## src/rtl/ddr_cmd_scheduler.sv

```systemverilog
// ddr_cmd_scheduler
//   Owns the single DDR command bus. Arbitrates refresh > mode-register write
//   > read/write request, tracks open banks/rows and spaces commands with a
//   shared gap counter plus per-bank tRAS counters. Outputs are registered, so
//   a command chosen at a rising edge is on the bus for the following cycle.
// Ports:
//   clock_t_i, reset_i            clock, synchronous active-high reset
//   req_*_i / req_ready_o         read/write request handshake
//   ref_req_i / ref_ack_o         refresh request level / ack pulse with REF
//   mrs_req_i, mrs_data_i         mode-register request level and payload
//   mrs_ack_o                     ack pulse with MRS
//   cmd_valid_o, cmd_type_o,
//   cmd_bank_o, cmd_addr_o        command bus towards the C/A driver
//   idle_o                        scheduler is in S_IDLE
module ddr_cmd_scheduler #(
   parameter int NUM_BANK = 4,
   parameter int ROW_W    = 15,
   parameter int COL_W    = 10,
   parameter int MRS_W    = 18,
   parameter int T_RCD    = 11,
   parameter int T_RP     = 11,
   parameter int T_RAS    = 28,
   parameter int T_CCD    = 4,
   parameter int T_RFC    = 160,
   parameter int T_MOD    = 24,
   localparam int BA_W    = $clog2(NUM_BANK)
) (
   input  logic             clock_t_i,
   input  logic             reset_i,
   input  logic             req_valid_i,
   output logic             req_ready_o,
   input  logic             req_write_i,
   input  logic [BA_W-1:0]  req_bank_i,
   input  logic [ROW_W-1:0] req_row_i,
   input  logic [COL_W-1:0] req_col_i,
   input  logic             ref_req_i,
   output logic             ref_ack_o,
   input  logic             mrs_req_i,
   input  logic [MRS_W-1:0] mrs_data_i,
   output logic             mrs_ack_o,
   output logic             cmd_valid_o,
   output logic [2:0]       cmd_type_o,
   output logic [BA_W-1:0]  cmd_bank_o,
   output logic [MRS_W-1:0] cmd_addr_o,
   output logic             idle_o
);
   localparam logic [2:0] CMD_NOP = 3'd0, CMD_ACT = 3'd1, CMD_RD  = 3'd2, CMD_WR  = 3'd3,
                          CMD_PRE = 3'd4, CMD_PREA = 3'd5, CMD_REF = 3'd6, CMD_MRS = 3'd7;

   localparam int M0    = (T_RCD > T_RP) ? T_RCD : T_RP;
   localparam int M1    = (M0 > T_CCD) ? M0 : T_CCD;
   localparam int M2    = (M1 > T_RFC) ? M1 : T_RFC;
   localparam int T_MAX = (M2 > T_MOD) ? M2 : T_MOD;
   localparam int GAP_W = $clog2(T_MAX + 1);
   localparam int RAS_W = $clog2(T_RAS + 1);

   typedef enum logic [2:0] {S_IDLE, S_PRE, S_ACT, S_RW, S_PREA, S_REF, S_MRS} state_t;

   state_t                             state_q, state_d;
   logic [GAP_W-1:0]                   gap_q;
   logic [NUM_BANK-1:0][RAS_W-1:0]     ras_q;
   logic [NUM_BANK-1:0]                open_q;
   logic [NUM_BANK-1:0][ROW_W-1:0]     row_q;
   logic                               wr_q, pend_mrs_q;
   logic [BA_W-1:0]                    bank_q;
   logic [ROW_W-1:0]                   lrow_q;
   logic [COL_W-1:0]                   col_q;

   logic [2:0]       cmd_type_d;
   logic [BA_W-1:0]  cmd_bank_d;
   logic [MRS_W-1:0] cmd_addr_d;
   logic [GAP_W-1:0] gap_ld;
   logic             ref_ack_d, mrs_ack_d;
   logic             gap_zero, ras_all_zero, any_open, issue, accept, row_hit;

   assign gap_zero = (gap_q == '0);
   assign any_open = |open_q;
   assign issue    = (cmd_type_d != CMD_NOP);

   always_comb begin
      ras_all_zero = 1'b1;
      for (int b = 0; b < NUM_BANK; b++)
         if (ras_q[b] != '0) ras_all_zero = 1'b0;
   end

   assign req_ready_o = !reset_i && (state_q == S_IDLE) && !ref_req_i && !mrs_req_i;
   assign accept      = req_valid_i && req_ready_o;
   assign row_hit     = open_q[req_bank_i] && (row_q[req_bank_i] == req_row_i);
   assign idle_o      = (state_q == S_IDLE);

   // state register
   always_ff @(posedge clock_t_i) begin
      if (reset_i) state_q <= S_IDLE;
      else         state_q <= state_d;
   end

   // next state; every non-idle state advances exactly when its command issues
   always_comb begin
      state_d = state_q;
      case (state_q)
         S_IDLE: begin
            if (ref_req_i || mrs_req_i)
               state_d = any_open ? S_PREA : (ref_req_i ? S_REF : S_MRS);
            else if (req_valid_i)
               state_d = row_hit ? S_RW : (open_q[req_bank_i] ? S_PRE : S_ACT);
         end
         S_PRE:   if (issue) state_d = S_ACT;
         S_ACT:   if (issue) state_d = S_RW;
         S_PREA:  if (issue) state_d = pend_mrs_q ? S_MRS : S_REF;
         default: if (issue) state_d = S_IDLE;
      endcase
   end

   // command selection for this edge
   always_comb begin
      cmd_type_d = CMD_NOP;
      cmd_bank_d = '0;
      cmd_addr_d = '0;
      gap_ld     = '0;
      ref_ack_d  = 1'b0;
      mrs_ack_d  = 1'b0;
      if (gap_zero) begin
         case (state_q)
            S_PRE: if (ras_q[bank_q] == '0) begin
               cmd_type_d = CMD_PRE;
               cmd_bank_d = bank_q;
               gap_ld     = GAP_W'(T_RP - 1);
            end
            S_ACT: begin
               cmd_type_d = CMD_ACT;
               cmd_bank_d = bank_q;
               cmd_addr_d = MRS_W'(lrow_q);
               gap_ld     = GAP_W'(T_RCD - 1);
            end
            S_RW: begin
               cmd_type_d = wr_q ? CMD_WR : CMD_RD;
               cmd_bank_d = bank_q;
               cmd_addr_d = MRS_W'(col_q);
               gap_ld     = GAP_W'(T_CCD - 1);
            end
            S_PREA: if (ras_all_zero) begin
               cmd_type_d = CMD_PREA;
               gap_ld     = GAP_W'(T_RP - 1);
            end
            S_REF: begin
               cmd_type_d = CMD_REF;
               ref_ack_d  = 1'b1;
               gap_ld     = GAP_W'(T_RFC - 1);
            end
            S_MRS: begin
               cmd_type_d = CMD_MRS;
               cmd_addr_d = mrs_data_i;
               mrs_ack_d  = 1'b1;
               gap_ld     = GAP_W'(T_MOD - 1);
            end
            default: ;
         endcase
      end
   end

   // bank bookkeeping, counters and registered command bus
   always_ff @(posedge clock_t_i) begin
      if (reset_i) begin
         gap_q       <= '0;
         ras_q       <= '0;
         open_q      <= '0;
         row_q       <= '0;
         wr_q        <= 1'b0;
         pend_mrs_q  <= 1'b0;
         bank_q      <= '0;
         lrow_q      <= '0;
         col_q       <= '0;
         cmd_valid_o <= 1'b0;
         cmd_type_o  <= CMD_NOP;
         cmd_bank_o  <= '0;
         cmd_addr_o  <= '0;
         ref_ack_o   <= 1'b0;
         mrs_ack_o   <= 1'b0;
      end else begin
         gap_q <= issue ? gap_ld : (gap_zero ? '0 : gap_q - 1'b1);
         for (int b = 0; b < NUM_BANK; b++) begin
            if (cmd_type_d == CMD_ACT && bank_q == BA_W'(b)) ras_q[b] <= RAS_W'(T_RAS - 1);
            else if (ras_q[b] != '0)                          ras_q[b] <= ras_q[b] - 1'b1;
         end
         case (cmd_type_d)
            CMD_ACT: begin
               open_q[bank_q] <= 1'b1;
               row_q[bank_q]  <= lrow_q;
            end
            CMD_PRE:  open_q[bank_q] <= 1'b0;
            CMD_PREA: open_q         <= '0;
            default: ;
         endcase
         if (accept) begin
            wr_q   <= req_write_i;
            bank_q <= req_bank_i;
            lrow_q <= req_row_i;
            col_q  <= req_col_i;
         end
         // remembers where the shared PREA detour ends
         if (state_q == S_IDLE && (ref_req_i || mrs_req_i)) pend_mrs_q <= !ref_req_i;
         cmd_valid_o <= issue;
         cmd_type_o  <= cmd_type_d;
         cmd_bank_o  <= cmd_bank_d;
         cmd_addr_o  <= cmd_addr_d;
         ref_ack_o   <= ref_ack_d;
         mrs_ack_o   <= mrs_ack_d;
      end
   end
endmodule

```

## config.mk

```make
export PLATFORM = sky130hd
export DESIGN_NAME = ddr_cmd_scheduler
export DESIGN_NICKNAME = d
export VERILOG_FILES = /design/src/rtl/ddr_cmd_scheduler.sv
export SDC_FILE = /design/constraint.sdc
export NUM_CORES = 1
export LEC_CHECK = 0
export CAP_MARGIN = 20
export CELL_PAD_IN_SITES_DETAIL_PLACEMENT = 0
export CELL_PAD_IN_SITES_GLOBAL_PLACEMENT = 1
export CORE_UTILIZATION = 31
export CTS_BUF_LIST = sky130_fd_sc_hd__clkbuf_8
export CTS_CLUSTER_DIAMETER = 60
export DETAILED_ROUTE_END_ITERATION = 7
export HOLD_SLACK_MARGIN = 0.03
export PLACE_DENSITY = 0.72
export SYNTH_ARGS = -nofsm -noshare
export SYNTH_HDL_FRONTEND = slang
export SYNTH_SLANG_ARGS = --single-unit
```

## constraint.sdc

```tcl
create_clock -name clock_t_i -period 2.4 [get_ports clock_t_i]
set_input_delay 0.24 -clock clock_t_i [delete_from_list [all_inputs] [get_ports clock_t_i]]
set_output_delay 0.24 -clock clock_t_i [all_outputs]
set_load 0.05 [all_outputs]
```

**Yosys cells after proc, flatten, opt, wreduce, memory -nomap -nowiden**

Index checks and enable logic that the tools add are counted.
W data, S select, Z words.

- Reductions and logical operators: 38
- Bitwise logic cells: 4
- Add/sub/neg operators: 5
- $lt $le $gt $ge: 3
- Eq/ne operators: 17
- Muxes and demuxes: 52

Operators by type and width:

| kind | count |
|---|---|
| $bwmux W60 | 1 |
| $pmux W18 S3 | 1 |
| $pmux W8 S6 | 1 |
| $mux W5 | 9 |
| $bmux W15 S2 | 1 |
| $demux W15 S2 | 1 |
| $mux W15 | 2 |
| $mux W3 | 9 |
| $mux W8 | 3 |
| $reduce_bool A5 Y1 | 4 |
| $sub A5 B1 Y5 const B | 4 |
| $pmux W3 S6 | 1 |
| $eq A15 B15 Y1 | 1 |
| $eq A3 B3 Y1 const B | 5 |
| $mux W2 | 6 |
| $pmux W3 S4 | 1 |
| $pmux W4 S3 | 1 |
| $reduce_or A2 Y1 | 6 |
| $logic_and A1 B1 Y1 | 11 |
| $bmux W5 S2 | 1 |
| $reduce_bool A2 Y1 | 5 |
| $mux W1 | 9 |
| $logic_not A8 Y1 | 1 |
| $mux W4 | 2 |
| 24 further kinds | 33 |

- Register bits after elaboration: 150

**Depth between registers and ports, before layout**

- Word-level depth: 11
- Depth in mapped cells: 11
- Mapped depth without buffers: 8

**Worst setup path after synthesis**

No wires, ideal clock.

- Path kind: flip-flop to flip-flop
- From: register state_q[2]
- To: register col_q[6]
- Path buffers: 2
- Arrival time: 3,118 ps
- Data required time: 2,287 ps
- Cell stages (with the launch flop): 8
- Path slack: -831 ps
- Path through: dfxtp_1 > clkbuf_1 > nor3_1 > and3_1 > nand2_1 > clkbuf_1 > nand3_1 > nand2_1

- Word-level cells in the longest chain between the ends: 5

RTL lines:

| item | line | text |
|---|---|---|
| start: declaration | 59 | `state_t state_q, state_d;` |
| start signal: assignment | 94 | `else state_q <= state_d;` |
| $logic_not A3 Y1 | - |  |
| net idle_o | 45 | `output logic idle_o` |
| $logic_and A1 B1 Y1 (3 in series) | 86 | `assign req_ready_o = !reset_i && (state_q == S_IDLE) && !ref_req_i && !mrs_req_i;` |
| net req_ready_o | 31 | `output logic req_ready_o,` |
| $logic_and A1 B1 Y1 | 87 | `assign accept = req_valid_i && req_ready_o;` |
| end signal: assignment | 198 | `col_q <= req_col_i;` |
| end: declaration | 67 | `logic [COL_W-1:0] col_q;` |

The timed path passes the listed nets, and every way through them passes these cells.
A chain may end at the register's enable or synchronous reset.

**Worst setup path in the final report**

- From: register ras_q[17] (netlist name)
- To: register open_q[0]

- Word-level cells in the longest chain between the ends: 8
- Elaborated cells on any way between the ends: 14
- Those cells by class: eq/ne (3); mux (8); reduce/logical (3)

RTL lines:

| item | line | text |
|---|---|---|
| start: declaration | 61 | `logic [NUM_BANK-1:0][RAS_W-1:0] ras_q;` |
| start signal: indexed assignment | 182 | `if (cmd_type_d == CMD_ACT && bank_q == BA_W'(b)) ras_q[b] <= RAS_W'(T_RAS - 1);` |
| $bmux W5 S2 | 124 | `S_PRE: if (ras_q[bank_q] == '0) begin` |
| $mux W5 (implied by the code) | 124 |  |
| $logic_not A5 Y1 | 124 |  |
| $mux W3 | 124 |  |
| $pmux W3 S6 (*) | 123 | `case (state_q)` |
| $mux W3 (*) | 122 | `if (gap_zero) begin` |
| $eq A3 B3 Y1 / $eq A3 B1 Y1 (equally long branches) | 185 | `case (cmd_type_d)` |
| $pmux W4 S3 / $reduce_bool A3 Y1 (equally long branches) | - |  |
| end signal: indexed assignment | 187 | `open_q[bank_q] <= 1'b1;` |
| end signal: indexed assignment | 190 | `CMD_PRE: open_q[bank_q] <= 1'b0;` |
| end signal: assignment | 191 | `CMD_PREA: open_q <= '0;` |
| end: declaration | 62 | `logic [NUM_BANK-1:0] open_q;` |

Mark *: on every way between the ends. The rest lies on a longest branch, timed or not. The select of a mux whose other input is x is not followed.

==> run_results.csv <==
group,metric,value,unit
status,status,"completed",
placed_design,place_inst,1121,
placed_design,gp_congestion,0.748,
floorplan,die_h,148,um
cts,cts_htree_levels,4,
grt,grt_pass1_vias,5155,
grt,grt_antenna_before_repair,0,
cts,cts_sinks,150,
timing,finalCritPeriodShare,92.9,%
layout,stdcell_count,1152,
layout,finish.utilization,39.4,%
setup_path,setup.worst_path.class,"reg2reg",
timing,worst_slew_pin_slew,0.632,ns
routing,first_pass_iters,5,
routing,drcViolationCount,0,
logic_synthesis,ys_async_sr_fraction,0,%
timing,hold_viol,0,
setup_path,startpoint_type,"flop",
grt,track_usage,16.4,%
routing,via_count,5612,
layout,final_design_area_no_fill,8290,um^2
power,power.total,7.82,mW
timing,finalMaxSlewViolations,0,
cts,clkTransAtPathRegs,0.08,ns
logic_synthesis,ys_seq_area_share,45.2,%
timing,slew_headroom,57.8,%
timing,rsz0062_at_grt,"no",
logic_synthesis,synth_edf_count,0,
cts,cts_root_buffer,"clkbuf_8",
logic_synthesis,syn-instance-count,780,
logic_synthesis,syn-mean-instance-area,8.51,um^2
layout,fillers,2056,
layout,diodes,0,
grt,grt_max_degree,54,
timing,layout_setup_ws,0.172,ns
routing,via_per_inst,4.87,
logic_synthesis,synth_nets,840,
cts,clk-insertion-delay-late,0.46,ns
timing,setup_viol,0,
grt,overflow,0,
cts,cts_resized,0,
grt,grt_pass1_wl,28.1,mm
routing,drtIter0Drc,390,
logic_synthesis,ys_warn_count,0,
worst_hold_path,hold_path_class,"in2reg",
power,p_per_area,944,nW/um^2
setup_path,endpoint_kind,"flop",
timing,setup_tns,0,ns
logic_synthesis,synth_cell_types,55,
cts,cts_tree,"yes",
floorplan,fp-row-count,53,
logic_synthesis,ys_seq_elements,150,
cts,cts_max_path_buffers,2,
floorplan,die_area,22000,um^2
cts,cts_buffers,17,
floorplan,start_util,31.6,%
placed_design,dp_slack,-0.420,ns
setup_path,cp_max_fo,4,
cts,ctsHoldBuffers,0,
timing,holdWs,0.154,ns
layout,syn2layout_area_growth,24.8,%
logic_synthesis,syn_area,6640,um^2
layout,drive_above_1_share,11.4,%
power,peakVddDrop,397,uV
timing,fin_skew,0.00872,ns
floorplan,core_region_area,21000,um^2
setup_path,cp_data_arrival_time,2.56,ns
routing,final_antenna_net_count,0,
setup_path,required,2.73,ns
run,max_cap_violations,0,
power,cellLeakagePower,3.16,nW
timing,period_needed,2.23,ns
logic_synthesis,ys.flop_type,"dfxtp_1",
routing,wl_per_cell,15.0,um
placed_design,dp_hpwl,12.3,mm
routing,routed_wl,17.3,mm
layout,nNetsFinal,925,
timing,fmax,449,MHz
floorplan,die_w,148,um
cts,cts_setup_buffers,0,
floorplan,io_pins,79,
placed_design,port_buffers,78,
placed_design,placed_area,7840,um^2
## area by class of cell
type / count / area [um^2] / area share, %
inverters: 21 / 78.8 / 0.951
well taps: 275 / 344 / 4.15
flip-flops and latches: 150 / 3000 / 36.2
repair buffers: 114 / 1080 / 13.0
clock inverters: 13 / 180 / 2.17
clock buffers: 18 / 248 / 2.99
multi-input cells: 561 / 3360 / 40.5
## worst max-delay path, stage by stage (launching register included)
cell	delay, ns
dfxtp_1	0.34
nor4_1	0.38
a32oi_1	0.28
a2111oi_4	0.49
o221ai_1	0.27
o211ai_1	0.24
o31ai_1	0.09
## report_power, final
part	internal, mW	switching (mW)	leakage, nW	total, mW
clock network	1.15	0.971	0.211	2.12
logic	1.18	1.47	1.74	2.65
registers	2.76	0.292	1.22	3.06
total	5.09	2.73	3.16	7.82
## worst paths after layout
| check | slack, ns | startpoint | to | cells past startpoint |
|---|---|---|---|---|
| setup / recovery | 0.17 | ras_q[17]$_SDFFE_PP0P_ | open_q[0]$_SDFFE_PP0P_ | 6 |
| hold / removal | 0.15 | reset_i | state_q[0]$_SDFFE_PP0P_ | 2 |
| setup reg to reg | 0.17 | ras_q[17]$_SDFFE_PP0P_ | open_q[0]$_SDFFE_PP0P_ | 6 |
| hold reg to reg | 0.45 | row_q[31]$_SDFFE_PP0P_ | row_q[31]$_SDFFE_PP0P_ | 2 |
## metal layers
metal	track usage (%)	up-vias	share of wire (%)
li1	-	2842	-
met1	22.4	2623	48
met2	25.4	128	45
met3	3.16	19	4.8
met4	6.24	0	1.6
met5	0	-	0
## registers in the layout, indices dropped and copies added, names as in the netlist
signal,flops
row_q,60
gap_q,8
cmd_bank_o,2
ras_q,20
mrs_ack_o,1
ref_ack_o,1
col_q,10
state_q,3
pend_mrs_q,1
cmd_type_o,3
cmd_valid_o,1
wr_q,1
open_q,4
bank_q,2
lrow_q,15
cmd_addr_o,18
## cell families (layout without fill, tap and decap cells)
kind of cell / after synthesis / in the layout / synth area share [%]
compound gates: 140 / 140 / 12.4
simple gates: 349 / 349 / 23.5
flops: 150 / 150 / 45.2
mux: 34 / 34 / 8.63
buf+inv: 69 / 166 / 4.73
xor+xnor: 29 / 29 / 3.82
fa+ha+maj: 9 / 9 / 1.70
## cells in the mapped netlist, types with 2 or more instances
master,count,area share (%)
nor4b_2,2,0.45
o211ai_1,4,0.45
mux4_1,8,3.2
nor3_1,10,0.75
and2_1,5,0.47
a2111oi_2,2,0.45
or2_2,4,0.38
dfxtp_1,150,45
buf_2,6,0.45
nor4_1,10,0.94
and3_1,11,1.0
mux2_2,2,0.34
mux4_2,8,2.7
nor4_2,3,0.57
nor3b_2,2,0.38
or4_1,3,0.34
clkbuf_1,34,1.9
buf_6,3,0.51
buf_4,2,0.23
a31oi_1,3,0.28
a21oi_1,97,7.3
nor2b_1,5,0.47
nor2_1,53,3.0
inv_1,20,1.1
nand3_1,32,2.4
ha_1,9,1.7
nand2_1,201,11
mux2i_1,16,2.4
o31ai_1,11,1.2
a211oi_1,4,0.45
xnor2_1,11,1.5
or3_1,2,0.19
xor2_1,18,2.4
o21ai_0,8,0.60
## layout by cell type, fill, tap and decap left out, drive strengths merged, types with 9 or more instances in the layout
cell type	n
and3	11
nor2	53
inv	21
nand3	32
mux4	16
a21oi	97
clkbuf	18
ha	9
nor3	10
xnor2	11
buf	39
xor2	18
nor4	13
clkdlybuf4s50	74
dfxtp	150
nand2	201
o31ai	12
mux2i	16
No activity file was read; power rests on OpenSTA's default activity.
